## src/rtl/msrv32_ahb_arbiter.sv

```systemverilog
`default_nettype none
// ============================================================================
// Module      : msrv32_ahb_arbiter
// Description : Shares one AHB-Lite master port between fetch and load/store,
//               data-priority with a bounded fetch-starvation streak.
// Revision    : 1.0 - initial release
// ============================================================================
module msrv32_ahb_arbiter #(
  parameter int ADDR_W        = 32,
  parameter int DATA_W        = 32,
  parameter int MAX_DM_STREAK = 2
) (
  input  logic              ms_riscv32_mp_clk_in,
  input  logic              ms_riscv32_mp_rst_in,
  input  logic              if_req_in,
  input  logic [ADDR_W-1:0] if_addr_in,
  output logic [DATA_W-1:0] if_rdata_out,
  output logic              if_ready_out,
  input  logic              dm_req_in,
  input  logic              dm_wr_in,
  input  logic [1:0]        dm_size_in,
  input  logic [ADDR_W-1:0] dm_addr_in,
  input  logic [DATA_W-1:0] dm_wdata_in,
  output logic [DATA_W-1:0] dm_rdata_out,
  output logic              dm_ready_out,
  output logic              dm_err_out,
  output logic              if_err_out,
  output logic [ADDR_W-1:0] haddr_out,
  output logic [1:0]        htrans_out,
  output logic              hwrite_out,
  output logic [2:0]        hsize_out,
  output logic [DATA_W-1:0] hwdata_out,
  input  logic [DATA_W-1:0] hrdata_in,
  input  logic              hready_in,
  input  logic              hresp_in
);

  typedef enum logic [1:0] {
    IDLE    = 2'd0,
    IF_DATA = 2'd1,
    DM_DATA = 2'd2
  } state_t;

  localparam logic [3:0] c_max_streak = 4'(MAX_DM_STREAK);

  state_t            r_state;
  state_t            w_next_state;
  logic [3:0]        r_streak;
  logic [3:0]        w_next_streak;
  logic              r_dm_wr;
  logic              r_if_ready;
  logic              r_dm_ready;
  logic              r_if_err;
  logic              r_dm_err;
  logic [DATA_W-1:0] r_if_rdata;
  logic [DATA_W-1:0] r_dm_rdata;
  logic [DATA_W-1:0] r_hwdata;
  logic              w_arb_ok;
  logic              w_grant_if;
  logic              w_grant_dm;

  // The cycle carrying a ready pulse is the bubble: requesters still hold
  // their request then, so granting would duplicate the finished access.
  always_comb begin
    w_arb_ok   = (r_state == IDLE) && hready_in && ms_riscv32_mp_rst_in &&
                 !r_if_ready && !r_dm_ready;
    w_grant_dm = w_arb_ok && dm_req_in && (!if_req_in || (r_streak != c_max_streak));
    w_grant_if = w_arb_ok && if_req_in && !w_grant_dm;
  end

  always_comb begin
    htrans_out = 2'b00;
    haddr_out  = '0;
    hwrite_out = 1'b0;
    hsize_out  = 3'b010;
    if (w_grant_dm) begin
      htrans_out = 2'b10;
      haddr_out  = dm_addr_in;
      hwrite_out = dm_wr_in;
      hsize_out  = (dm_size_in == 2'b11) ? 3'b010 : {1'b0, dm_size_in};
    end else if (w_grant_if) begin
      htrans_out = 2'b10;
      haddr_out  = if_addr_in;
    end
  end

  always_comb begin
    w_next_state  = r_state;
    w_next_streak = r_streak;
    case (r_state)
      IDLE: begin
        if (w_grant_dm) begin
          w_next_state = DM_DATA;
          if (!if_req_in)
            w_next_streak = 4'd0;
          else if (r_streak != c_max_streak)
            w_next_streak = r_streak + 4'd1;
        end else if (w_grant_if) begin
          w_next_state  = IF_DATA;
          w_next_streak = 4'd0;
        end
      end
      IF_DATA, DM_DATA: begin
        if (hready_in)
          w_next_state = IDLE;
      end
      default: w_next_state = IDLE;
    endcase
  end

  always_ff @(posedge ms_riscv32_mp_clk_in or negedge ms_riscv32_mp_rst_in) begin
    if (!ms_riscv32_mp_rst_in) begin
      r_state    <= IDLE;
      r_streak   <= 4'd0;
      r_dm_wr    <= 1'b0;
      r_if_ready <= 1'b0;
      r_dm_ready <= 1'b0;
      r_if_err   <= 1'b0;
      r_dm_err   <= 1'b0;
      r_if_rdata <= '0;
      r_dm_rdata <= '0;
      r_hwdata   <= '0;
    end else begin
      r_state    <= w_next_state;
      r_streak   <= w_next_streak;
      r_if_ready <= 1'b0;
      r_dm_ready <= 1'b0;
      r_if_err   <= 1'b0;
      r_dm_err   <= 1'b0;
      if (w_grant_dm) begin
        r_hwdata <= dm_wdata_in;
        r_dm_wr  <= dm_wr_in;
      end
      // ERROR completes on its second cycle; rdata is left untouched.
      if (hready_in) begin
        if (r_state == IF_DATA) begin
          r_if_ready <= 1'b1;
          r_if_err   <= hresp_in;
          if (!hresp_in)
            r_if_rdata <= hrdata_in;
        end else if (r_state == DM_DATA) begin
          r_dm_ready <= 1'b1;
          r_dm_err   <= hresp_in;
          if (!hresp_in && !r_dm_wr)
            r_dm_rdata <= hrdata_in;
        end
      end
    end
  end

  assign if_ready_out = r_if_ready;
  assign dm_ready_out = r_dm_ready;
  assign if_err_out   = r_if_err;
  assign dm_err_out   = r_dm_err;
  assign if_rdata_out = r_if_rdata;
  assign dm_rdata_out = r_dm_rdata;
  assign hwdata_out   = r_hwdata;

endmodule
`default_nettype wire

```

## config.mk

```make
export PLATFORM = sky130hd
export DESIGN_NAME = msrv32_ahb_arbiter
export DESIGN_NICKNAME = d
export VERILOG_FILES = /design/src/rtl/msrv32_ahb_arbiter.sv
export SDC_FILE = /design/constraint.sdc
export NUM_CORES = 1
export LEC_CHECK = 0
export CORE_AREA = 2 2 107 109
export CTS_BUF_LIST = sky130_fd_sc_hd__clkbuf_2 sky130_fd_sc_hd__clkbuf_4 sky130_fd_sc_hd__clkbuf_8
export DETAILED_ROUTE_END_ITERATION = 16
export DIE_AREA = 0 0 109 111
export DONT_BUFFER_PORTS = 1
export GPL_ROUTABILITY_DRIVEN = 0
export HOLD_SLACK_MARGIN = 0.06
export PLACE_DENSITY = 0.6
export SLEW_MARGIN = 30
export SYNTH_ARGS = -nofsm -noshare
export SYNTH_HDL_FRONTEND = slang
export SYNTH_SLANG_ARGS = --single-unit
```

## constraint.sdc

```tcl
create_clock -name ms_riscv32_mp_clk_in -period 1.82 [get_ports ms_riscv32_mp_clk_in]
set_input_delay 0.091 -clock ms_riscv32_mp_clk_in [delete_from_list [all_inputs] [get_ports ms_riscv32_mp_clk_in]]
set_output_delay 0.091 -clock ms_riscv32_mp_clk_in [all_outputs]
set_load 0.1 [all_outputs]
```

[After elaboration in Yosys (flattened, before gate mapping)]
Cells that the tools add are included.
Word-level totals
  flip-flop bits (word level): 107
  input bits: 137
  output and inout bits: 138
Operators by class
  add/sub/neg operators: 1
  equal/unequal tests: 7
  mux-type cells: 25
  bitwise logic cells: 2
  reductions and logical operators: 23
Operators with widths (count)
  $mux 32: 2
  $mux 4: 4
  $mux 2: 7
  $mux 1: 11
  $logic_and 1x1->1: 9
  $logic_not 1->1: 6
  $reduce_and 3->1: 2
  $add 4x1->4 const B: 1
  $eq 2x2->1 const B: 2
  $ne 4x2->1 const B: 1
  $pmux 2 s2: 1
  $reduce_and 4->1: 1
  $ne 3x2->1 const B: 1
  $ne 3x3->1 const B: 1
  $eq 2x1->1 const B: 1
  $logic_not 2->1: 1
  $ne 2x2->1 const B: 1
  $not 1->1: 2
  $reduce_and 2->1: 1
  $reduce_bool 2->1: 1
  $reduce_or 2->1: 1
  $logic_or 1x1->1: 1

[Longest topological paths before layout]
Gate-level depths: netlist of the first run.
  depth after elaboration: 12
  depth in mapped cells: 7
  mapped depth without buffers: 6

[Worst setup path after synthesis of the first run]
No wires, ideal clock.
  kind: register -> output
  start: register r_dm_ready, in the netlist dm_ready_out
  end: output hsize_out[0]
  data arrival time: 3.758 ns
  data required time: 1.729 ns
  slack: -2.029 ns
  cell stages (with the launch flop): 5
  cell sequence: dfrtp_1 > and4bb_2 > nand4_1 > buf_2 > nor3b_1
On the way
  cells in the longest elaborated chain, start to end: 5
Ends and longest elaborated chain
  start: declaration: RTL line 52  | logic r_dm_ready;
  start signal: assignment: RTL line 117  | r_dm_ready <= 1'b0;
  start signal: assignment: RTL line 127  | r_dm_ready <= 1'b0;
  start signal: assignment: RTL line 142  | r_dm_ready <= 1'b1;
  $logic_not 1->1: RTL line 66  | !r_if_ready && !r_dm_ready;
  $logic_and 1x1->1: RTL line 66
  $logic_and 1x1->1 (2 in series): RTL line 67  | w_grant_dm = w_arb_ok && dm_req_in && (!if_req_in || (r_streak != c_max_streak));
  $mux 2: RTL line 76  | if (w_grant_dm) begin
  end: declaration: RTL line 31  | output logic [2:0] hsize_out,
Every way passes these cells.

[Worst setup path after layout of the first run]
  start: register r_streak[0]
  end: output haddr_out[0]
On the way
  cells in the longest elaborated chain, start to end: 7
Ends and longest elaborated chain
  start: declaration: RTL line 48  | logic [3:0] r_streak;
  start signal: assignment: RTL line 125  | r_streak <= w_next_streak;
  $ne 4x2->1 *: RTL line 67
  $logic_or 1x1->1 *: RTL line 67
  $logic_and 1x1->1 *: RTL line 67
  $logic_not 1->1: RTL line 68  | w_grant_if = w_arb_ok && if_req_in && !w_grant_dm;
  $logic_and 1x1->1: RTL line 68
  $mux 32: RTL line 81  | end else if (w_grant_if) begin
  $mux 32 *: RTL line 76
  end: declaration: RTL line 28  | output logic [ADDR_W-1:0] haddr_out,
Mark *: on every way between the ends. The rest lies on a longest branch, timed or not.

==> qor.csv, run 1 <==
metric,value,unit
status,finished with violations,
violations,"hold timing, setup timing",
synth_top_flop_cell,dfrtp_1,
endpoint_kind,primary output,
vias,4194,
netlist_area,4990,um2
grt.met1_usage,31.4,%
wl,16100,um
arrival,2.11,ns
avgViaCountPerCell,5.47,
dieArea,12100,um2
timing.final.ws_setup,-0.378,ns
grt_max_degree,110,
synth_area_per_cell,12.8,um2
synth-edff-count,0,
synth-seq-area-share,53.7,%
grt_setup_unrepaired,yes,
fillers,679,
synth_area_leaders,"dfrtp_1, mux2_2, mux2_4",
clk_path_buf_depth,2,
crit-reg2reg-launch,if_ready_out$_DFF_PN0_,
ys.warnings.count,0,
syn_to_final_growth,70.4,%
numClockSinks,107,
port_buffers,0,
cp-startpoint,r_streak[0]$_DFFE_PN0P_,
finalCriticalPeriod,2.20,ns
dp.final_hpwl,9960,um
ant_nets,0,
dr.pass1.iters,4,
synth.top_cell.area_share,53.7,%
synth_seq_cells,107,
synthTopCellsByCount,"dfrtp_1, mux2_2, a21oi_1, nand3_1, o211ai_1",
yosys.cell_count.top_type,dfrtp_1,
synthArstFlopShare,100,%
startpoint_type,flop,
worstPathRequired,1.73,ns
rows,39,
cts_hold_buf,69,
drive_above_1_share,55.4,%
cap_violations,0,
diodes,0,
hold_class,input pin to asynchronous set/reset pin,
clkLatencyLatePin,0.38,ns
nNetsFinal,761,
skew,0.0161,ns
worst-setup-path-type,flop to primary output,
use_met3,7.64,%
grt_pass1_vias,4554,
synthCells,390,
antenna_found_initial,0,
overflow,0,
finalSetupViolCount,99,
fin_setup_tns,-17.53,ns
hold_ws,-0.609,ns
start_util,45.0,%
maxSlewViolCount,0,
numCtsBuffers,9,
grt_pass1_wl,24700,um
core,11100,um2
critPathMaxFanout,8,
ios,275,
dr.first_iter.drc_count,256,
clock-root-buffer,clkbuf_8,
max_freq,455,MHz
synth_cell_types,36,
tritoncts,built,
h-tree-depth,3,
track_usage,26.6,%
hold_violations,107,
die_w,109,um
grt_busiest_layer,met2,
period_share,121,%
drc,0,
die_y,111,um
synth.largest_area_cell,dfrtp_1,
path_clk_slew,0.12,ns
post_drt_wl_per_cell,21.0,um
met2_usage,46.8,%
[cell type report]
class | count | area [um2] | share of cell area (%)
Timing Repair Buffer | 253 | 2820 | 33.2
Inverter | 7 | 30.0 | 0.353
Multi-Input combinational cell | 241 | 2580 | 30.4
Clock buffer | 9 | 124 | 1.46
Tap cell | 143 | 179 | 2.11
Clock inverter | 7 | 78.8 | 0.928
Sequential cell | 107 | 2690 | 31.6
[final timing paths]
check / end / slack, ns / cells after the start
min in group ms_riscv32_mp_clk_in: r_streak[3]$_DFFE_PN0P_ / 0.06 / 3
hold reg to reg: if_rdata_out[21]$_DFFE_PN0P_ / 0.52 / 1
setup / recovery: haddr_out[0] / -0.38 / 8
max in group asynchronous: r_streak[2]$_DFFE_PN0P_ / 2.25 / 0
hold / removal: hwdata_out[22]$_DFFE_PN0P_ / -0.61 / 0
setup reg to reg: hwdata_out[17]$_DFFE_PN0P_ / -0.18 / 6
[worst max-delay path, stage by stage, from the launching register on]
cell      delay (ns)
dfrtp_1         0.41
inv_2           0.08
ha_4            0.13
nor4bb_4        0.22
buf_4           0.19
buf_12          0.12
o211ai_1        0.12
a21oi_4         0.23
buf_12          0.20
[metrics by stage]
stage | hold slack [ns] | instances | cell area [um2] | utilization [%] | setup WS, ns
floorplan | -0.205 | 391 | 5420 | - | -0.407
global placement | -0.203 | 660 | 7130 | 64.4 | -0.136
detailed placement | -0.203 | 660 | 7130 | 64.4 | -0.181
CTS | -0.632 | 764 | 8430 | 76.1 | -0.410
global route | -0.642 | 767 | 8500 | 76.7 | -0.464
finish | -0.609 | 767 | 8500 | 76.7 | -0.378
[per-layer routing]
layer / routed length [um] / share of wire (%)
met5: 0 / 0
met4: 268 / 1.7
met3: 1290 / 8.0
met1: 6110 / 38
met2: 8460 / 52
[flip-flops by register name (all words and copies together) (netlist names)]
| register | cells |
|---|---|
| hwdata_out | 32 |
| if_err_out | 1 |
| dm_err_out | 1 |
| if_rdata_out | 32 |
| r_streak | 4 |
| dm_rdata_out | 32 |
| dm_ready_out | 1 |
| r_state | 2 |
| if_ready_out | 1 |
| r_dm_wr | 1 |
[cell usage in the layout, fill, tap and decap left out, drive strengths merged, types with 2 or more instances in the layout]
cell	instances
nand3	33
a21oi	33
dlygate4sd3	69
ha	5
nand2	6
nor3b	2
clkinv	2
and3	2
clkinvlp	3
dfrtp	107
buf	181
o21ai	4
o211ai	33
inv	9
mux2	97
nor2b	2
nand2b	3
nand4	2
or2	2
o2bb2ai	3
conb	2
clkbuf	11
[logic make-up after synthesis]
family / count (synthesis) / share of synthesized area (%)
adder cells (fa/ha/maj): 5 / 1.25
other: 1 / 0.0752
AO/OA/AOI/OAI: 76 / 9.68
AND/OR/NAND/NOR: 61 / 7.02
multiplexers: 97 / 24.2
buffers and inverters: 43 / 4.14
flip-flops: 107 / 53.7
[repair_timing]
| action | in CTS | in global routing |
|---|---|---|
| endpoints found under the setup margin | 88 | 100 |
| hold endpoints to repair | 214 | 107 |
| gates cloned | 6 | 2 |
| pin swaps | 38 | 13 |
| gates resized for setup | 35 | 12 |
| setup buffers | 16 | 4 |
Power of run 1 is not shown: default switching activity piles up to over one toggle a cycle in this logic, so the estimate is an artifact.
==> run 2: changes to the inputs <==
--- a/config.mk
+++ b/config.mk
@@ -13,6 +13,7 @@
 export GPL_ROUTABILITY_DRIVEN = 0
 export HOLD_SLACK_MARGIN = 0.06
 export PLACE_DENSITY = 0.6
+export REMOVE_ABC_BUFFERS = 1
 export SLEW_MARGIN = 30
 export SYNTH_ARGS = -nofsm -noshare
 export SYNTH_HDL_FRONTEND = slang
==> run 2 against run 1 <==
  * The flow still finishes with violations (hold timing, setup timing)
  * Clock skew shrank 0.0021 ns
  * Hold slack improved by 0.021 ns
  * Non-clock buffer count did not move
  * Critical endpoint is now haddr_out[19]
  * Largest cell class unchanged
==> qor.csv, run 2 (synthesis gave the netlist of run 1 again) <==
metric,value,unit,change
status,finished with violations,,
violations,"hold timing, setup timing",,
crit_top_cell,buf_12,,
clk_path_buf_depth,2,,unchanged
drive_above_1_share,55.9,%,+0.48 points
worstReg2RegEnd,dm_rdata_out[1]$_DFFE_PN0P_,,
dr.first_iter.drc_count,314,,+23%
timing.final.ws_setup,-0.388,ns,-0.0100 ns
grt_max_degree,110,,unchanged
numClockSinks,107,,unchanged
die_y,111,um,unchanged
maxSlewViolCount,0,,unchanged
reg2regPathDepth,8,,+2
arrival,2.12,ns,about the same
overflow,0,,unchanged
hold_class,input pin to asynchronous set/reset pin,,
ios,275,,unchanged
endpoint_kind,primary output,,
final_cell_mix,"buf_4, dfrtp_1, dlygate4sd3_1",,
grt_setup_unrepaired,yes,,
vias,4190,,-0.095%
worstPathRequired,1.73,ns,about the same
syn_to_final_growth,66.1,%,
multiInputGateArea,2360,um2,-8.6%
diodes,0,,unchanged
start_util,45.0,%,unchanged
wl,16300,um,+1.2%
grt_pass1_vias,4455,,-2.2%
dr.pass1.iters,4,,unchanged
cp_slowest_cell,dfrtp_1,,
port_buffers,0,,unchanged
cap_violations,0,,unchanged
startpoint_type,flop,,
seq_area,2680,um2,-0.28%
skew,0.0140,ns,-0.00210 ns
path_clk_slew,0.10,ns,-0.02 ns
placed_area,6840,um2,-4.1%
finalCriticalPeriod,2.21,ns,+0.0100 ns
ff2ff_setup_slack,-0.20,ns,-0.02 ns
post_drt_wl_per_cell,21.3,um,+1.2%
core,11100,um2,unchanged
dieArea,12100,um2,unchanged
max_stage_delay,0.40,ns,about the same
avgViaCountPerCell,5.46,,about the same
hold_ws,-0.588,ns,+0.0210 ns
critPathMaxFanout,8,,unchanged
final_common_cell,buf_4,,
dp.final_hpwl,9980,um,+0.27%
fillers,706,,+4.0%
antenna_found_initial,0,,unchanged
tritoncts,built,,
worst-setup-path-type,flop to primary output,,
numCtsBuffers,9,,unchanged
track_usage,25.4,%,-1.3 points
design_area,8290,um2,-2.5%
max_freq,453,MHz,-0.45%
drc,0,,unchanged
grt_pass1_wl,23600,um,-4.5%
crit-reg2reg-launch,r_state[0]$_DFFE_PN0P_,,
die_w,109,um,unchanged
clock-root-buffer,clkbuf_8,,
h-tree-depth,3,,unchanged
period_share,121,%,+0.55 points
hold_violations,107,,unchanged
finalSetupViolCount,97,,-2.0%
fin_setup_tns,-18.11,ns,-0.583 ns
cts_hold_buf,69,,unchanged
clkLatencyLatePin,0.36,ns,-0.02 ns
rows,39,,unchanged
ant_nets,0,,unchanged
crit_chain,inv_2 -> ha_4 -> nor4bb_4 -> buf_4 -> buf_12 -> o211ai_1 -> a21oi_2 -> buf_12,,
nNetsFinal,761,,unchanged
[run 2: cell types whose count changed in the layout (fill, tap and decap cells not counted), sizes merged]
cell      before  now
clkbuf        11   16
buf          181  179
inv            9    8
clkinvlp       3    0
bufinv         0    2
bufbuf         1    0
[run 2: worst max path at each step]
stage                                  from  cells after the start                           end
finish              r_streak[0]$_DFFE_PN0P_                      8                 haddr_out[19]
global route        r_streak[0]$_DFFE_PN0P_                      8                 haddr_out[19]
CTS                 r_streak[0]$_DFFE_PN0P_                      8                  haddr_out[8]
detailed placement   r_state[0]$_DFFE_PN0P_                      4   dm_rdata_out[2]$_DFFE_PN0P_
global placement     r_state[0]$_DFFE_PN0P_                      4  dm_rdata_out[23]$_DFFE_PN0P_
floorplan           r_streak[0]$_DFFE_PN0P_                      5                  hsize_out[0]
[run 2: metrics by stage]
stage / utilization, % / setup WS [ns] / std cells
floorplan: - / -3.46 / 355
global placement: 61.7 / -0.128 / 654
detailed placement: 61.7 / -0.195 / 654
CTS: 72.5 / -0.332 / 755
global route: 74.8 / -0.449 / 767
finish: 74.8 / -0.388 / 767
[run 2: metal layers]
layer	vias up	wire (um)	GRT usage, %
met2	195	9160	49.4
li1	1874	-	-
met5	-	0	0
met4	0	296	6.32
met3	22	1240	6.17
met1	2099	5630	26.4
[run 2: what timing repair did]
action,CTS,global route
endpoints found under the setup margin,74,134
gates resized for setup,19,26
buffers inserted,11,10
endpoints found under the hold margin,214,107
pin swaps,40,20
cloned,5,5
[run 2: worst max-delay path, delay by kind of cell, from the launching register on]
kind	cells	cell delay (ns)
buf+inv	4	0.63
flops	1	0.40
compound gates	2	0.37
simple gates	1	0.21
fa+ha+maj	1	0.13
[run 2: final cells by class]
| type | count | area share, % |
|---|---|---|
| clock buffers | 11 | 1.83 |
| well taps | 143 | 2.16 |
| repair buffers | 253 | 33.9 |
| flip-flops and latches | 107 | 32.3 |
| clock inverters | 5 | 0.997 |
| inverters | 7 | 0.347 |
| multi-input cells | 241 | 28.5 |
Power of run 2 is left out for the same reason.
==> run 3: changes to the inputs <==
--- a/config.mk
+++ b/config.mk
@@ -5,14 +5,15 @@
 export SDC_FILE = /design/constraint.sdc
 export NUM_CORES = 1
 export LEC_CHECK = 0
-export CORE_AREA = 2 2 107 109
+export ABC_AREA = 1
+export CORE_AREA = 2 2 106 108
 export CTS_BUF_LIST = sky130_fd_sc_hd__clkbuf_2 sky130_fd_sc_hd__clkbuf_4 sky130_fd_sc_hd__clkbuf_8
 export DETAILED_ROUTE_END_ITERATION = 16
-export DIE_AREA = 0 0 109 111
+export DIE_AREA = 0 0 108 110
 export DONT_BUFFER_PORTS = 1
 export GPL_ROUTABILITY_DRIVEN = 0
 export HOLD_SLACK_MARGIN = 0.06
-export PLACE_DENSITY = 0.6
+export PLACE_DENSITY = 0.56
 export REMOVE_ABC_BUFFERS = 1
 export SLEW_MARGIN = 30
 export SYNTH_ARGS = -nofsm -noshare
==> run 3 against run 2 <==
  * The run still ends with hold timing, setup timing left
  * Sequential share of layout area up 1.2 points
  * Count of clock-buffer cells in the layout unchanged
  * Synthesized area down 8.2%
  * Flip-flop and latch count unchanged
  * Setup slack worse by 0.032 ns
  * Via count up 8.8%
  * Synthesized cell count up 41%
  * Critical endpoint is now haddr_out[9]
  * Largest cell class is now flip-flops and latches
==> qor.csv, run 3 <==
metric,value,unit,change
grt_pass1_vias,4439,,-0.36%
cp_slowest_cell,dfrtp_1,,
h-tree-depth,3,,unchanged
wl,16700,um,+2.4%
final_core_util,74.6,%,-0.20 points
critPathTopFamily,simple AND/OR/NAND/NOR gates,,
netlist_area,4580,um2,-8.2%
arrival,2.15,ns,+0.03 ns
grt_pass1_wl,22300,um,-5.5%
synth_top_flop_cell,dfrtp_1,,
grt_max_degree,109,,-0.91%
status,finished with violations,,
skew,0.0137,ns,-0.000281 ns
maxSlewViolCount,0,,unchanged
synth-edff-count,0,,unchanged
avgViaCountPerCell,4.99,,-8.7%
ios,275,,unchanged
final_common_cell,nand2_1,,
clock-root-buffer,clkbuf_8,,
numClockSinks,107,,unchanged
max_freq,446,MHz,-1.4%
worst-setup-path-type,flop to primary output,,
start_util,42.8,%,-2.2 points
crit-reg2reg-launch,r_streak[1]$_DFFE_PN0P_,,
grt_setup_unrepaired,yes,,
dp.final_hpwl,9290,um,-6.9%
ff2ff_setup_slack,0.03,ns,+0.23 ns
ys.warnings.count,0,,unchanged
critPathMaxFanout,7,,-1
cp-startpoint,r_state[0]$_DFFE_PN0P_,,
synthArstFlopShare,100,%,unchanged
fillers,697,,-1.3%
crit_end,haddr_out[9],,
syn_to_final_growth,74.3,%,
timing.final.ws_setup,-0.420,ns,-0.0322 ns
cts_hold_buf,70,,+1.4%
synth-seq-area-share,58.5,%,+4.8 points
final_cell_mix,"nand2_1, buf_4, dfrtp_1",,
track_usage,24.1,%,-1.3 points
cp.depth,11,,+3
worstPathRequired,1.73,ns,about the same
violations,"hold timing, setup timing",,
numCtsBuffers,9,,unchanged
worstReg2RegEnd,hwdata_out[2]$_DFFE_PN0P_,,
diodes,0,,unchanged
nNetsFinal,911,,+20%
port_buffers,0,,unchanged
tritoncts,built,,
hold_ws,-0.596,ns,-0.00833 ns
design_area,7980,um2,-3.7%
drc,0,,unchanged
clk_path_buf_depth,2,,unchanged
hold_class,input pin to asynchronous set/reset pin,,
core,10700,um2,-3.4%
rows,38,,-2.6%
cap_violations,0,,unchanged
hold_violations,107,,unchanged
max_stage_delay,0.41,ns,about the same
drive_above_1_share,36.4,%,-19 points
worst-path-buf-inv,4,,unchanged
overflow,0,,unchanged
synthTopCellsByCount,"nand2_1, dfrtp_1, o21ai_0",,
reg2regPathDepth,9,,+1
antenna_found_initial,0,,unchanged
die_y,110,um,-0.90%
vias,4559,,+8.8%
finalCriticalPeriod,2.24,ns,+0.0322 ns
die_w,108,um,-0.92%
startpoint_type,flop,,
yosys.cell_count.top_type,nand2_1,,
synth.largest_area_cell,dfrtp_1,,
endpoint_kind,primary output,,
post_drt_wl_per_cell,18.3,um,-14%
path_clk_slew,0.10,ns,about the same
dr.first_iter.drc_count,325,,+3.5%
crit_chain,inv_2 -> ha_4 -> nand3_4 -> nor2_4 -> o21ai_4 -> nor2_4 -> buf_6 -> buf_12 -> nand2_2 -> nand2_2 -> buf_12,,
dr.pass1.iters,5,,+1
synth_area_per_cell,8.36,um2,-35%
synth_area_leaders,"dfrtp_1, nand2_1, o21ai_0",,
placed_area,6220,um2,-9.0%
finalSetupViolCount,36,,-63%
synth_seq_cells,107,,unchanged
dieArea,11900,um2,-1.8%
ant_nets,0,,unchanged
clkLatencyLatePin,0.37,ns,about the same
synthCells,548,,+41%
synth.top_cell.area_share,58.5,%,+4.8 points
period_share,123,%,+1.8 points
synth_cell_types,21,,-42%
==> run 3: changes by cell type after synthesis, moves of 5 or more <==
cell	before	now
mux2_2	64	0
buf_1	6	0
o211ai_1	33	0
mux2_4	30	0
buf_2	12	1
inv_1	7	44
nand3_1	33	3
nor2_1	1	6
o21ai_0	4	65
nand2_1	6	275
a21oi_1	33	0
==> run 3: layout make-up <==
class                      count  area [um2]  area share (%)
sequential                   107        2680            33.6
timing repair buffer         236        2650            33.2
multi-input combinational    369        2090            26.2
inverter                      46         175            2.20
tap                          140         175            2.20
clock buffer                  11         151            1.90
clock inverter                 5        67.6           0.847
==> run 3: worst min-delay path by stage <==
stage / slack [ns] / start / depth (start not counted) / end
2_1_floorplan: -0.20 / ms_riscv32_mp_rst_in / 0 / dm_err_out$_DFF_PN0_
3_3_place_gp: -0.20 / ms_riscv32_mp_rst_in / 0 / dm_rdata_out[14]$_DFFE_PN0P_
3_5_place_dp: -0.20 / ms_riscv32_mp_rst_in / 0 / dm_rdata_out[14]$_DFFE_PN0P_
4_1_cts: -0.62 / ms_riscv32_mp_rst_in / 0 / dm_rdata_out[14]$_DFFE_PN0P_
5_1_grt: -0.63 / ms_riscv32_mp_rst_in / 0 / hwdata_out[13]$_DFFE_PN0P_
6_report: -0.60 / ms_riscv32_mp_rst_in / 0 / dm_rdata_out[14]$_DFFE_PN0P_
==> run 3: metrics by stage <==
stage          cells  TNS [ns]  setup slack, ns
2_1_floorplan    522    -54.87            -1.93
3_3_place_gp     811         0           0.0639
3_5_place_dp     811         0           0.0109
4_1_cts          909    -10.24           -0.310
5_1_grt          914    -15.22           -0.493
6_report         914    -12.19           -0.420
==> run 3: metal layers <==
layer | wire, um | vias up | global-route usage (%)
li1 | - | 2110 | -
met5 | 0 | - | 0
met3 | 1270 | 48 | 6.41
met1 | 6180 | 2177 | 30.8
met2 | 8750 | 224 | 39.3
met4 | 506 | 0 | 9.62
==> run 3: what timing repair did <==
| item | CTS | global route |
|---|---|---|
| pin swaps | 12 | 23 |
| setup endpoints to repair | 36 | 60 |
| endpoints found under the hold margin | 214 | 107 |
| cloned | 4 | 4 |
| setup buffers | 9 | 3 |
| resized for setup | 99 | 64 |
==> run 3: cells by family (layout without fill, tap and decap cells) <==
kind of cell	count (synthesis)	count (layout)	synth area share [%]
xor gates and xnor gates	2	2	0.383
AOI/OAI and AO/OA	70	70	7.73
buffers and inverters	73	298	7.40
DFF	107	107	58.5
other	1	2	0.0819
and+or+nand+nor	290	290	24.6
adders and majority gates	5	5	1.37
Power of run 3 is left out for the same reason.
